===== src/rtl/ext_sram_word_bridge.sv =====
// Splits one CPU byte/half/word request into 16-bit external-SRAM stage transactions
// (one per written byte, one per read halfword) and returns a single packed response.
module ext_sram_word_bridge #(
   parameter int unsigned GAP_CYCLES = 1
) (
   input  logic        clk,
   input  logic        rstn,
   input  logic        req_valid,
   output logic        req_ready,
   input  logic        req_rw,
   input  logic [1:0]  req_size,
   input  logic [31:0] req_addr,
   input  logic [31:0] req_wdata,
   output logic        resp_valid,
   output logic [31:0] resp_rdata,
   output logic        resp_err,
   output logic        sram_valid,
   output logic        sram_rw,
   output logic [31:0] sram_addr,
   output logic [15:0] sram_dtw,
   input  logic [15:0] sram_dtr,
   input  logic        sram_done
);

   // state | meaning
   // IDLE  | req_ready high, waiting for a request
   // ISSUE | sram_valid high with stable rw/addr/dtw, waiting for sram_done
   // GAP   | sram_valid low for GAP_CYCLES, next op address/data already loaded
   // RESP  | one-cycle resp_valid pulse, back to IDLE next cycle

   typedef enum logic [1:0] {IDLE, ISSUE, GAP, RESP} state_t;

   localparam int unsigned   GW       = (GAP_CYCLES > 1) ? $clog2(GAP_CYCLES) : 1;
   localparam logic [GW-1:0] GAP_LOAD = GW'(GAP_CYCLES - 1);

   state_t        state;
   logic          lat_rw;
   logic [1:0]    lat_size;
   logic [31:0]   lat_addr;
   logic [31:0]   lat_wdata;
   logic [2:0]    op_cnt;
   logic [2:0]    op_total;
   logic [2:0]    op_next;
   logic [GW-1:0] gap_cnt;
   logic [15:0]   rdata_lo;

   assign op_next = op_cnt + 3'd1;

   function automatic logic [2:0] ops_for(input logic rw, input logic [1:0] size);
      logic [2:0] n;
      n = 3'd1;
      if (rw)
         n = (size == 2'b10) ? 3'd4 : (size == 2'b01) ? 3'd2 : 3'd1;
      else if (size == 2'b10)
         n = 3'd2;
      return n;
   endfunction

   // Writes walk byte by byte; reads walk halfword by halfword. Byte reads fetch the
   // containing halfword and select the lane when the response is packed.
   function automatic logic [31:0] op_addr(input logic rw, input logic [1:0] size,
                                           input logic [31:0] addr, input logic [2:0] k);
      logic [31:0] a;
      if (rw)
         a = addr + {29'd0, k};
      else if (size == 2'b00)
         a = {addr[31:1], 1'b0};
      else
         a = addr + {28'd0, k, 1'b0};
      return a;
   endfunction

   function automatic logic [15:0] op_dtw(input logic rw, input logic [31:0] wdata,
                                          input logic [1:0] k);
      logic [7:0] b;
      case (k)
         2'd0:    b = wdata[7:0];
         2'd1:    b = wdata[15:8];
         2'd2:    b = wdata[23:16];
         default: b = wdata[31:24];
      endcase
      return rw ? {b, b} : 16'd0;
   endfunction

   function automatic logic misaligned(input logic [1:0] size, input logic [1:0] a_lo);
      return (size == 2'b11) || (size == 2'b01 && a_lo[0]) ||
             (size == 2'b10 && a_lo != 2'b00);
   endfunction

   function automatic logic [31:0] read_result(input logic [1:0] size, input logic a0,
                                               input logic [15:0] lo, input logic [15:0] dtr);
      logic [31:0] r;
      case (size)
         2'b00:   r = {24'd0, (a0 ? dtr[15:8] : dtr[7:0])};
         2'b01:   r = {16'd0, dtr};
         default: r = {dtr, lo};
      endcase
      return r;
   endfunction

   always_ff @(posedge clk or negedge rstn) begin
      if (!rstn) begin
         state      <= IDLE;
         req_ready  <= 1'b1;
         resp_valid <= 1'b0;
         resp_err   <= 1'b0;
         resp_rdata <= 32'd0;
         sram_valid <= 1'b0;
         sram_rw    <= 1'b0;
         sram_addr  <= 32'd0;
         sram_dtw   <= 16'd0;
         lat_rw     <= 1'b0;
         lat_size   <= 2'b00;
         lat_addr   <= 32'd0;
         lat_wdata  <= 32'd0;
         op_cnt     <= 3'd0;
         op_total   <= 3'd0;
         gap_cnt    <= '0;
         rdata_lo   <= 16'd0;
      end else begin
         resp_valid <= 1'b0;
         resp_err   <= 1'b0;
         resp_rdata <= 32'd0;
         case (state)
            IDLE: begin
               if (req_valid && req_ready) begin
                  lat_rw    <= req_rw;
                  lat_size  <= req_size;
                  lat_addr  <= req_addr;
                  lat_wdata <= req_wdata;
                  op_cnt    <= 3'd0;
                  req_ready <= 1'b0;
                  if (misaligned(req_size, req_addr[1:0])) begin
                     state      <= RESP;
                     resp_valid <= 1'b1;
                     resp_err   <= 1'b1;
                  end else begin
                     state      <= ISSUE;
                     op_total   <= ops_for(req_rw, req_size);
                     sram_valid <= 1'b1;
                     sram_rw    <= req_rw;
                     sram_addr  <= op_addr(req_rw, req_size, req_addr, 3'd0);
                     sram_dtw   <= op_dtw(req_rw, req_wdata, 2'd0);
                  end
               end
            end
            ISSUE: begin
               if (sram_done) begin
                  sram_valid <= 1'b0;
                  op_cnt     <= op_next;
                  if (op_cnt == 3'd0)
                     rdata_lo <= sram_dtr;
                  if (op_next == op_total) begin
                     state      <= RESP;
                     resp_valid <= 1'b1;
                     resp_rdata <= lat_rw ? 32'd0 :
                                   read_result(lat_size, lat_addr[0], rdata_lo, sram_dtr);
                  end else begin
                     state     <= GAP;
                     gap_cnt   <= GAP_LOAD;
                     sram_addr <= op_addr(lat_rw, lat_size, lat_addr, op_next);
                     sram_dtw  <= op_dtw(lat_rw, lat_wdata, op_next[1:0]);
                  end
               end
            end
            GAP: begin
               if (gap_cnt == '0) begin
                  state      <= ISSUE;
                  sram_valid <= 1'b1;
               end else begin
                  gap_cnt <= gap_cnt - 1'b1;
               end
            end
            RESP: begin
               state     <= IDLE;
               req_ready <= 1'b1;
            end
            default: state <= IDLE;
         endcase
      end
   end

endmodule


===== config.mk =====
export PLATFORM = sky130hd
export DESIGN_NAME = ext_sram_word_bridge
export DESIGN_NICKNAME = d
export VERILOG_FILES = /design/src/rtl/ext_sram_word_bridge.sv
export SDC_FILE = /design/constraint.sdc
export NUM_CORES = 1
export LEC_CHECK = 0
export ABC_CLOCK_PERIOD_IN_PS = 3200
export CORE_AREA = 8 8 135 137
export CTS_BUF_LIST = sky130_fd_sc_hd__clkbuf_8
export CTS_CLUSTER_DIAMETER = 30
export DETAILED_ROUTE_END_ITERATION = 6
export DIE_AREA = 0 0 143 145
export GPL_TIMING_DRIVEN = 1
export MAX_ROUTING_LAYER = met4
export PLACE_DENSITY_LB_ADDON = 0.05
export SLEW_MARGIN = 15
export SYNTH_ARGS = -nofsm -noshare
export SYNTH_HDL_FRONTEND = slang
export SYNTH_SLANG_ARGS = --single-unit

===== constraint.sdc =====
create_clock -name clk -period 3.2 [get_ports clk]
set_input_delay 0.64 -clock clk [delete_from_list [all_inputs] [get_ports clk]]
set_output_delay 0.64 -clock clk [all_outputs]
set_load 0.005 [all_outputs]

Word level (Yosys, flattened, before mapping). Index checks and enable logic that the tools add are counted.

Flip-flop bits (word level): 177. Input bits: 87. Output and inout bits: 85. Logic and storage cells: 114.

Add/subtract/negate cells: 4. Equality and inequality tests: 15. Multiplexer cells: 53. Bitwise gates (word level): 1. Reductions and logical operators: 24.

Operators with widths (number): $mux 32 (10); $pmux 32 s2 (2); $mux 16 (6); $add 32x3->32 (1); $add 32x4->32 (1); $pmux 16 s2 (1); $pmux 8 s3 (1); $mux 1 (16); $reduce_and 3->1 (5); $mux 2 (6); $mux 3 (4); $eq 2x2->1 const B (5); $ne 2x2->1 const B (5); $reduce_and 5->1 (2); $eq 2x1->1 const B (4); $logic_not 2->1 (4); $mux 8 (1); $pmux 2 s4 (1); $reduce_bool 2->1 (4); $pmux 1 s2 (3); $pmux 3 s2 (1); $reduce_and 2->1 (2); $add 3x1->3 const B (1); $eq 3x3->1 (1); 7 further kinds (10).

Depth between registers and ports, before layout. Gate-level depths: netlist of run 1.

Depth in word-level cells: 7. Depth in mapped cells: 10. Mapped depth without buffers: 9.

Worst setup path after synthesis of run 1. Ideal clock, no wire load.

Kind: register to register. Start point: reg op_cnt[0]. End point: reg sram_addr[19]. Setup time: 0.138 ns. Arrival time: 2.545 ns. Required time: 3.062 ns. Setup slack: 0.517 ns. Stages on the path, launching flop included: 11. Path buffers: 1. Clock period less this slack: 2.683 ns. Cells stage by stage: dfrtp_1 -> inv_1 -> ha_1 -> inv_1 -> fa_1 -> nor2b_1 -> o221ai_2 -> buf_6 -> a2111oi_1 -> xnor2_1 -> o211ai_1.

Word-level cells in the longest chain between the ends: 7. Elaborated cells between the ends (all ways): 11. Classes of those cells: add/sub (3); eq/ne (2); mux (5); reduce/logical (1).

Ends and longest elaborated chain: start, declared (line 41) `logic [2:0] op_cnt;`; start signal, assigned (line 150) `op_cnt <= op_next;`; $add 3x1->3 * (line 47) `assign op_next = op_cnt + 3'd1;`; $add 32x4->32 (line 69) `a = addr + {28'd0, k, 1'b0};`; $mux 32 (line 66) `else if (size == 2'b00)`; $mux 32 (line 64) `if (rw)`; $mux 32 (line 153) `if (op_next == op_total) begin`; $mux 32 (line 148) `if (sram_done) begin`; $pmux 32 s2 (line 124) `case (state)`; end signal, assigned (line 142) `sram_addr <= op_addr(req_rw, req_size, req_addr, 3'd0);`; end signal, assigned (line 161) `sram_addr <= op_addr(lat_rw, lat_size, lat_addr, op_next);`; end, declared (line 19) `output logic [31:0] sram_addr,`.

Mark *: on every way between the ends. The rest lies on a longest branch, timed or not. The select of a mux whose other input is x is not followed. A chain may end at the register's enable or synchronous reset.

Worst setup path after layout of run 1.
Start point: reg op_cnt[0]. End point: reg sram_addr[21].

Same word-level chain as after synthesis.

==> results of run 1 <==
==> flip-flops by register name (all words and copies together), names as in the netlist, 2 cells and up <==
signal      cells
resp_rdata     32
lat_wdata      32
rdata_lo       16
sram_addr      32
lat_size        2
state           2
sram_dtw        8
op_cnt          3
op_total        3
lat_addr       32
==> cell usage after synthesis (3+ instances only) <==
| library cell | count |
|---|---|
| sky130_fd_sc_hd__o31ai_1 | 3 |
| sky130_fd_sc_hd__a211o_1 | 3 |
| sky130_fd_sc_hd__or3b_1 | 8 |
| sky130_fd_sc_hd__inv_1 | 17 |
| sky130_fd_sc_hd__buf_2 | 10 |
| sky130_fd_sc_hd__buf_4 | 14 |
| sky130_fd_sc_hd__buf_1 | 6 |
| sky130_fd_sc_hd__nand2b_1 | 5 |
| sky130_fd_sc_hd__o221ai_1 | 11 |
| sky130_fd_sc_hd__nand4_4 | 3 |
| sky130_fd_sc_hd__and2_1 | 19 |
| sky130_fd_sc_hd__nand2_1 | 266 |
| sky130_fd_sc_hd__a21o_1 | 3 |
| sky130_fd_sc_hd__dfrtp_1 | 167 |
| sky130_fd_sc_hd__a21oi_1 | 34 |
| sky130_fd_sc_hd__mux2i_1 | 9 |
| sky130_fd_sc_hd__a2111oi_1 | 3 |
| sky130_fd_sc_hd__and3_1 | 3 |
| sky130_fd_sc_hd__mux2_2 | 18 |
| sky130_fd_sc_hd__and4_1 | 3 |
| sky130_fd_sc_hd__ha_1 | 15 |
| sky130_fd_sc_hd__a22oi_1 | 16 |
| sky130_fd_sc_hd__nor2_1 | 33 |
| sky130_fd_sc_hd__xnor2_1 | 27 |
| sky130_fd_sc_hd__nand3_1 | 8 |
| sky130_fd_sc_hd__or3b_2 | 4 |
| sky130_fd_sc_hd__nand4_1 | 7 |
| sky130_fd_sc_hd__a211oi_1 | 8 |
| sky130_fd_sc_hd__o211ai_1 | 12 |
| sky130_fd_sc_hd__a222oi_1 | 8 |
| sky130_fd_sc_hd__nor2b_1 | 6 |
| sky130_fd_sc_hd__buf_6 | 3 |
| sky130_fd_sc_hd__clkbuf_1 | 28 |
| sky130_fd_sc_hd__o21ai_0 | 39 |
==> power by group <==
| part | switching [mW] | internal (mW) |
|---|---|---|
| logic | 0.0931 | 0.113 |
| registers | 0 | 2.12 |
| clock network | 0.784 | 0.641 |
==> metrics by stage <==
stage | hold slack (ps) | worst slack (ps)
after floorplan | 344.4 | 517.0
after global placement | 459.0 | 276.8
after detailed placement | 463.3 | 194.4
after CTS | 169.4 | 233.6
after global routing | 182.3 | 44.01
final | 151.0 | 252.6
==> layer usage <==
metal  part of all wire  wire (um)  track usage
met5                  0          0            -
met4              0.011        232      0.05795
met3              0.056       1201      0.04528
met2               0.46       9923       0.3408
met1               0.47      10180       0.2864
==> cell families (layout without fill, tap and decap cells) <==
kind of cell	Yosys count	in the layout
AOI/OAI and AO/OA	165	165
xor gates and xnor gates	30	30
and+or+nand+nor	379	379
muxes	27	27
DFF	168	168
buffers and inverters	78	242
other	0	2
adders and majority gates	17	17
==> final timing paths <==
check	startpoint	to	depth (start not counted)
setup / recovery	op_cnt[0]$_DFFE_PN0P_	sram_addr[21]$_DFFE_PN0P_	9
max in group asynchronous	rstn	resp_rdata[30]$_DFF_PN0_	2
hold reg to reg	lat_wdata[7]$_DFFE_PN0P_	lat_wdata[7]$_DFFE_PN0P_	2
hold / removal	rstn	resp_rdata[0]$_DFF_PN0_	1
setup reg to reg	op_cnt[0]$_DFFE_PN0P_	sram_addr[21]$_DFFE_PN0P_	9
min in group clk	lat_wdata[7]$_DFFE_PN0P_	lat_wdata[7]$_DFFE_PN0P_	2
==> area by class of cell <==
type	count	share of cell area
Clock buffer	18	0.02331
Clock inverter	14	0.01201
Antenna cell	2	0.0004709
Inverter	17	0.006004
Tap cell	220	0.02590
Timing Repair Buffer	193	0.1814
Sequential cell	168	0.3957
Multi-Input combinational cell	618	0.3552
==> reports/qor.json, run 1 <==
{
  "clk-insertion-delay-late_ps": 460,
  "endpoint_required_time_on_the_critical_path_ps": 3520,
  "share_of_flip_flops_with_an_asynchronous_set_or_reset_after_synthesis": 1.000,
  "worst_setup_hold_path_clk_slew_ps": 90,
  "numClockSinks": 168,
  "finalCriticalPeriod_ps": 2947,
  "cts-root-buf": "sky130_fd_sc_hd__clkbuf_8",
  "overflow": 0,
  "h-tree-depth": 4,
  "power_per_cell_area_nw_per_um2": 353.0,
  "regToRegSetupSlack_ps": 250,
  "stdcell_count": 1250,
  "wire_length_of_the_first_global_routing_pass_mm": 35.51,
  "floorplan.core_area_um2": 16170,
  "layout.cells.most_common_list": "266 x sky130_fd_sc_hd__nand2_1, 170 x sky130_fd_sc_hd__clkdlybuf4s50_1, 167 x sky130_fd_sc_hd__dfrtp_1, 39 x sky130_fd_sc_hd__o21ai_0, 34 x sky130_fd_sc_hd__a21oi_1",
  "dp.cells": 1216,
  "status": "finished, final reports clean",
  "layout_commonest_cell": "sky130_fd_sc_hd__nand2_1",
  "worst-slew-pin-transition_ps": 760.3,
  "netlist_instances": 864,
  "synth.mux.area_fraction": 0.03509,
  "type_of_destination_of_the_critical_path": "register",
  "maxCapViolations": 0,
  "main_combinational_cell_family_by_area_after_synthesis": "simple AND/OR/NAND/NOR gates",
  "synth.largest_area_cell": "sky130_fd_sc_hd__dfrtp_1",
  "cts_tree": "done",
  "synth-edff-count": 0,
  "critical_path_data_arrival_time_ps": 3270,
  "worstSetupStartpointType": "register",
  "tritoncts.num_buffers": 17,
  "tns_ps": 0,
  "die-width_um": 143,
  "num_vias": 6746,
  "hold_viol": 0,
  "layout.area.seq_um2": 4205,
  "period_share": 0.9211,
  "yosys.area.top_type_share": 0.5008,
  "synth_xor_area_frac": 0.03314,
  "rsz0062_at_grt": "no",
  "fmaxAchievable_ghz": 0.3393,
  "initial_antenna_violation_count": 1,
  "synth.yosys.seq_area_share": 0.5040,
  "postRouteWirelength_mm": 21.54,
  "slew_viol_final": 0,
  "crit_slowest_cell": "sky130_fd_sc_hd__a2111oi_0",
  "cts_hold_repair.buffers": 0,
  "routabilityCongestion": 0.8487,
  "synth-warning-count": 0,
  "initial_utilization": 0.5160,
  "finClkSkew_ps": 12.12,
  "number_of_global_route_vias_before_repair": 6858,
  "power.total_mw": 3.751,
  "top_post_synthesis_cells_by_area": "sky130_fd_sc_hd__dfrtp_1 50%, sky130_fd_sc_hd__nand2_1 12%, sky130_fd_sc_hd__xnor2_1 2.8%, sky130_fd_sc_hd__mux2_2 2.4%, sky130_fd_sc_hd__o21ai_0 2.3%",
  "crit_fanout": 11,
  "placed_cell_area_um2": 10250,
  "die_y_um": 145,
  "maxSlewHeadroom": 0.4919,
  "vdd_drop_max_v": 0.0002287,
  "critical-path-max-stage-delay_ps": 610,
  "buffer_count_from_post_cts_setup_fixing": 0,
  "syn-cell-area_um2": 8344,
  "worst_hold_path_type": "in2async",
  "drt_iter0_drc": 403,
  "via_per_inst": 5.397,
  "crit_path_cell_trace": "inv_1, ha_1, inv_1, fa_1, nor2b_1, o221ai_2, a2111oi_0, xnor2_1, o221ai_2",
  "dp_hpwl_mm": 15.11,
  "yosys.area_share.simple": 0.2087,
  "die_area_um2": 20740,
  "layout-drive-gt1-share": 0.09728,
  "worst-setup-path-type": "reg2reg",
  "area_growth_syn_to_layout_pct": 27.37,
  "grt_max_degree": 66,
  "syn-num-nets": 968,
  "synth_cell_types": 68,
  "synth_compound_area_frac": 0.1462,
  "drcViolationCount": 0,
  "port-buffer-count": 171,
  "design.final.nets": 1119,
  "n_fill_cell": 1359,
  "core_util_final": 0.6572,
  "synth_top_flop_cell": "sky130_fd_sc_hd__dfrtp_1",
  "grt_use_total": 0.2193,
  "power.static_leakage_nw": 4.791,
  "multi_input_comb_area_um2": 3775,
  "worst_path_top_cell_family_by_delay": "compound AO/OA/AOI/OAI gates",
  "post_cts_resize_count": 0,
  "clock_tree.buffer_depth": 2,
  "worstPathBufferInverterCount": 2,
  "post_drt_wl_per_cell_um": 17.23,
  "drtPass1Iterations": 5,
  "io-pin-count": 172,
  "synth.ff_latch_count": 168,
  "final_antenna_net_count": 0,
  "setup_viol_count_final": 0,
  "syn_area_per_cell_um2": 9.658,
  "placement_rows": 47,
  "yosys.area_share.adder": 0.02729,
  "post-route-cell-area_um2": 10630
}
No activity file was read; power rests on OpenSTA's default activity.
==> inputs of run 2 (changes only) <==
HOLD_SLACK_MARGIN = 0.06   (was unset)
PLACE_DENSITY = 0.92   (was unset)
PLACE_DENSITY_LB_ADDON = unset   (was 0.05)
SETUP_SLACK_MARGIN = 0.4   (was unset)
==> run 2 against run 1 <==
  * Total power is 8.1% higher
  * Maximum frequency is 6.8% higher
  * Cell count is 0.48% lower
  * Non-clock buffer count is 4 lower
  * Critical path depth stayed put
  * Setup slack better by 190 ps
  * Global-route usage is 0.53 points higher
  * Highest routed layer unchanged
  * Combinational power hardly changed
  * Register-to-register slack better by 190 ps
  * Via count is 4.0% higher
==> reports/qor.json, run 2 (same netlist as run 1, synthesis figures left out) <==
{
  "status": "finished, final reports clean",
  "cts_tree": "done",
  "postRouteWirelength_mm": 22.29,
  "overflow": 0,
  "die_y_um": 145,
  "layout-drive-gt1-share": 0.1016,
  "power.switching_fraction": 0.2114,
  "clk-insertion-delay-late_ps": 460,
  "worstSetupStartpointType": "register",
  "cts_hold_repair.buffers": 0,
  "numClockSinks": 168,
  "timing.final.ws_setup_ps": 440.6,
  "post-route-cell-area_um2": 10750,
  "num_vias": 7015,
  "hold_ws_ps": 167.7,
  "layout.cells.most_common_list": "266 x sky130_fd_sc_hd__nand2_1, 170 x sky130_fd_sc_hd__clkdlybuf4s50_1, 166 x sky130_fd_sc_hd__dfrtp_1, 39 x sky130_fd_sc_hd__o21ai_0, 34 x sky130_fd_sc_hd__a21oi_1",
  "initial_antenna_violation_count": 0,
  "area_growth_syn_to_layout_pct": 28.77,
  "rsz0062_at_grt": "yes",
  "design.final.nets": 1115,
  "clock_tree.buffer_depth": 2,
  "via_per_inst": 5.639,
  "core_util_final": 0.6644,
  "dp.cells": 1212,
  "drcViolationCount": 0,
  "tns_ps": 0,
  "worst-setup-path-type": "reg2reg",
  "tritoncts.num_buffers": 17,
  "maxCapViolations": 0,
  "die-width_um": 143,
  "slew_viol_final": 0,
  "die_area_um2": 20740,
  "crit_fanout": 7,
  "worst-slew-pin-transition_ps": 612.6,
  "pwr-share-comb": 0.051,
  "drt_iter0_drc": 493,
  "n_fill_cell": 1229,
  "layout_commonest_cell": "sky130_fd_sc_hd__nand2_1",
  "layout.area.seq_um2": 4207,
  "post-place-ws_ps": 268.4,
  "power.total_mw": 4.056,
  "port-buffer-count": 171,
  "final_antenna_net_count": 0,
  "power_per_cell_area_nw_per_um2": 377.4,
  "initial_utilization": 0.5160,
  "wire_length_of_the_first_global_routing_pass_mm": 36.49,
  "stdcell_count": 1244,
  "routabilityCongestion": 0.8871,
  "hold_viol": 0,
  "cts-root-buf": "sky130_fd_sc_hd__clkbuf_8",
  "buffer_count_from_post_cts_setup_fixing": 0,
  "power.static_leakage_nw": 4.827,
  "placement_rows": 47,
  "placed_cell_area_um2": 10220,
  "finClkSkew_ps": 11.45,
  "vdd_drop_max_v": 0.0002619,
  "power.internal_mw": 3.199,
  "io-pin-count": 172,
  "number_of_global_route_vias_before_repair": 7157,
  "finalCriticalPeriod_ps": 2759,
  "drtPass1Iterations": 6,
  "power.net_switching_mw": 0.8572,
  "critical_path_data_arrival_time_ps": 3090,
  "insertedDiodeCount": 0,
  "setup_viol_count_final": 0,
  "maxSlewHeadroom": 0.5901,
  "h-tree-depth": 4,
  "type_of_destination_of_the_critical_path": "register",
  "post_drt_wl_per_cell_um": 17.92,
  "dp_hpwl_mm": 16.02,
  "grt_use_total": 0.2247,
  "period_share": 0.8623,
  "fmaxAchievable_ghz": 0.3624,
  "endpoint_required_time_on_the_critical_path_ps": 3530,
  "seq_power_share": 0.523,
  "floorplan.core_area_um2": 16170,
  "worst_hold_path_type": "in2async",
  "grt_max_degree": 67,
  "multi_input_comb_area_um2": 3836,
  "clock_power_share": 0.426,
  "worst_setup_hold_path_clk_slew_ps": 90
}
## run 2: changes by cell type in the layout (fill, tap and decap cells not counted), moves of 2 or more
cell	change
sky130_fd_sc_hd__diode_2	-2
sky130_fd_sc_hd__buf_4	-5
sky130_fd_sc_hd__clkinv_4	-4
sky130_fd_sc_hd__bufinv_16	+4
sky130_fd_sc_hd__a2111oi_1	-2
sky130_fd_sc_hd__nor2b_1	-2
sky130_fd_sc_hd__inv_6	-2
sky130_fd_sc_hd__a2111oi_2	+2
## run 2: metal layers
layer,wire [um],global-route usage,up-vias
met4,437,0.08878,0
met3,1737,0.04823,39
met1,9274,0.2820,3404
met5,0,-,-
li1,-,-,3257
met2,10840,0.3477,315
## run 2: final cells by class
cell class	instances	area share
clock buffer	19	0.02434
clock inverter	13	0.01863
inverter	17	0.005939
multi-input combinational	618	0.3570
sequential	168	0.3915
tap	220	0.02562
timing repair buffer	189	0.1770
## run 2: power groups by stage
stage / combinational [mW] / sequential [mW] / clock, mW
global route: 0.225 / 2.12 / 1.85
CTS: 0.208 / 2.12 / 1.76
global placement: 0.204 / 2.16 / 0
finish: 0.206 / 2.12 / 1.73
floorplan: 0.0266 / 2.16 / 0
detailed placement: 0.207 / 2.16 / 0
## run 2: final timing paths
kind | from | to | slack, ps | cells past startpoint
setup / recovery | op_cnt[0]$_DFFE_PN0P_ | sram_addr[25]$_DFFE_PN0P_ | 440 | 9
hold / removal | rstn | resp_rdata[20]$_DFF_PN0_ | 170 | 1
setup reg to reg | op_cnt[0]$_DFFE_PN0P_ | sram_addr[25]$_DFFE_PN0P_ | 440 | 9
hold reg to reg | sram_addr[2]$_DFFE_PN0P_ | sram_addr[2]$_DFFE_PN0P_ | 480 | 2
max in group asynchronous | rstn | lat_wdata[9]$_DFFE_PN0P_ | 2260 | 2
min in group clk | sram_addr[2]$_DFFE_PN0P_ | sram_addr[2]$_DFFE_PN0P_ | 480 | 2
## run 2: critical path: stages (launching register included)
cell and delay [ps]:
sky130_fd_sc_hd__dfrtp_2 430, sky130_fd_sc_hd__inv_1 120, sky130_fd_sc_hd__ha_1 330, sky130_fd_sc_hd__inv_1 90, sky130_fd_sc_hd__fa_1 480, sky130_fd_sc_hd__nor2b_2 170
sky130_fd_sc_hd__o221ai_4 190, sky130_fd_sc_hd__a2111oi_2 530, sky130_fd_sc_hd__xnor2_1 170, sky130_fd_sc_hd__o221ai_1 130
## run 2: what timing repair did
action	in CTS	in global routing
setup endpoints to repair	10	29
gates resized for setup	6	8
hold endpoints to repair	0	0
gates cloned	0	0
==> inputs of run 3 (changes only) <==
CAP_MARGIN = 15   (was unset)
==> results of run 3 <==
Same layout as run 2: the final DEF is identical, and so are final timing and power.
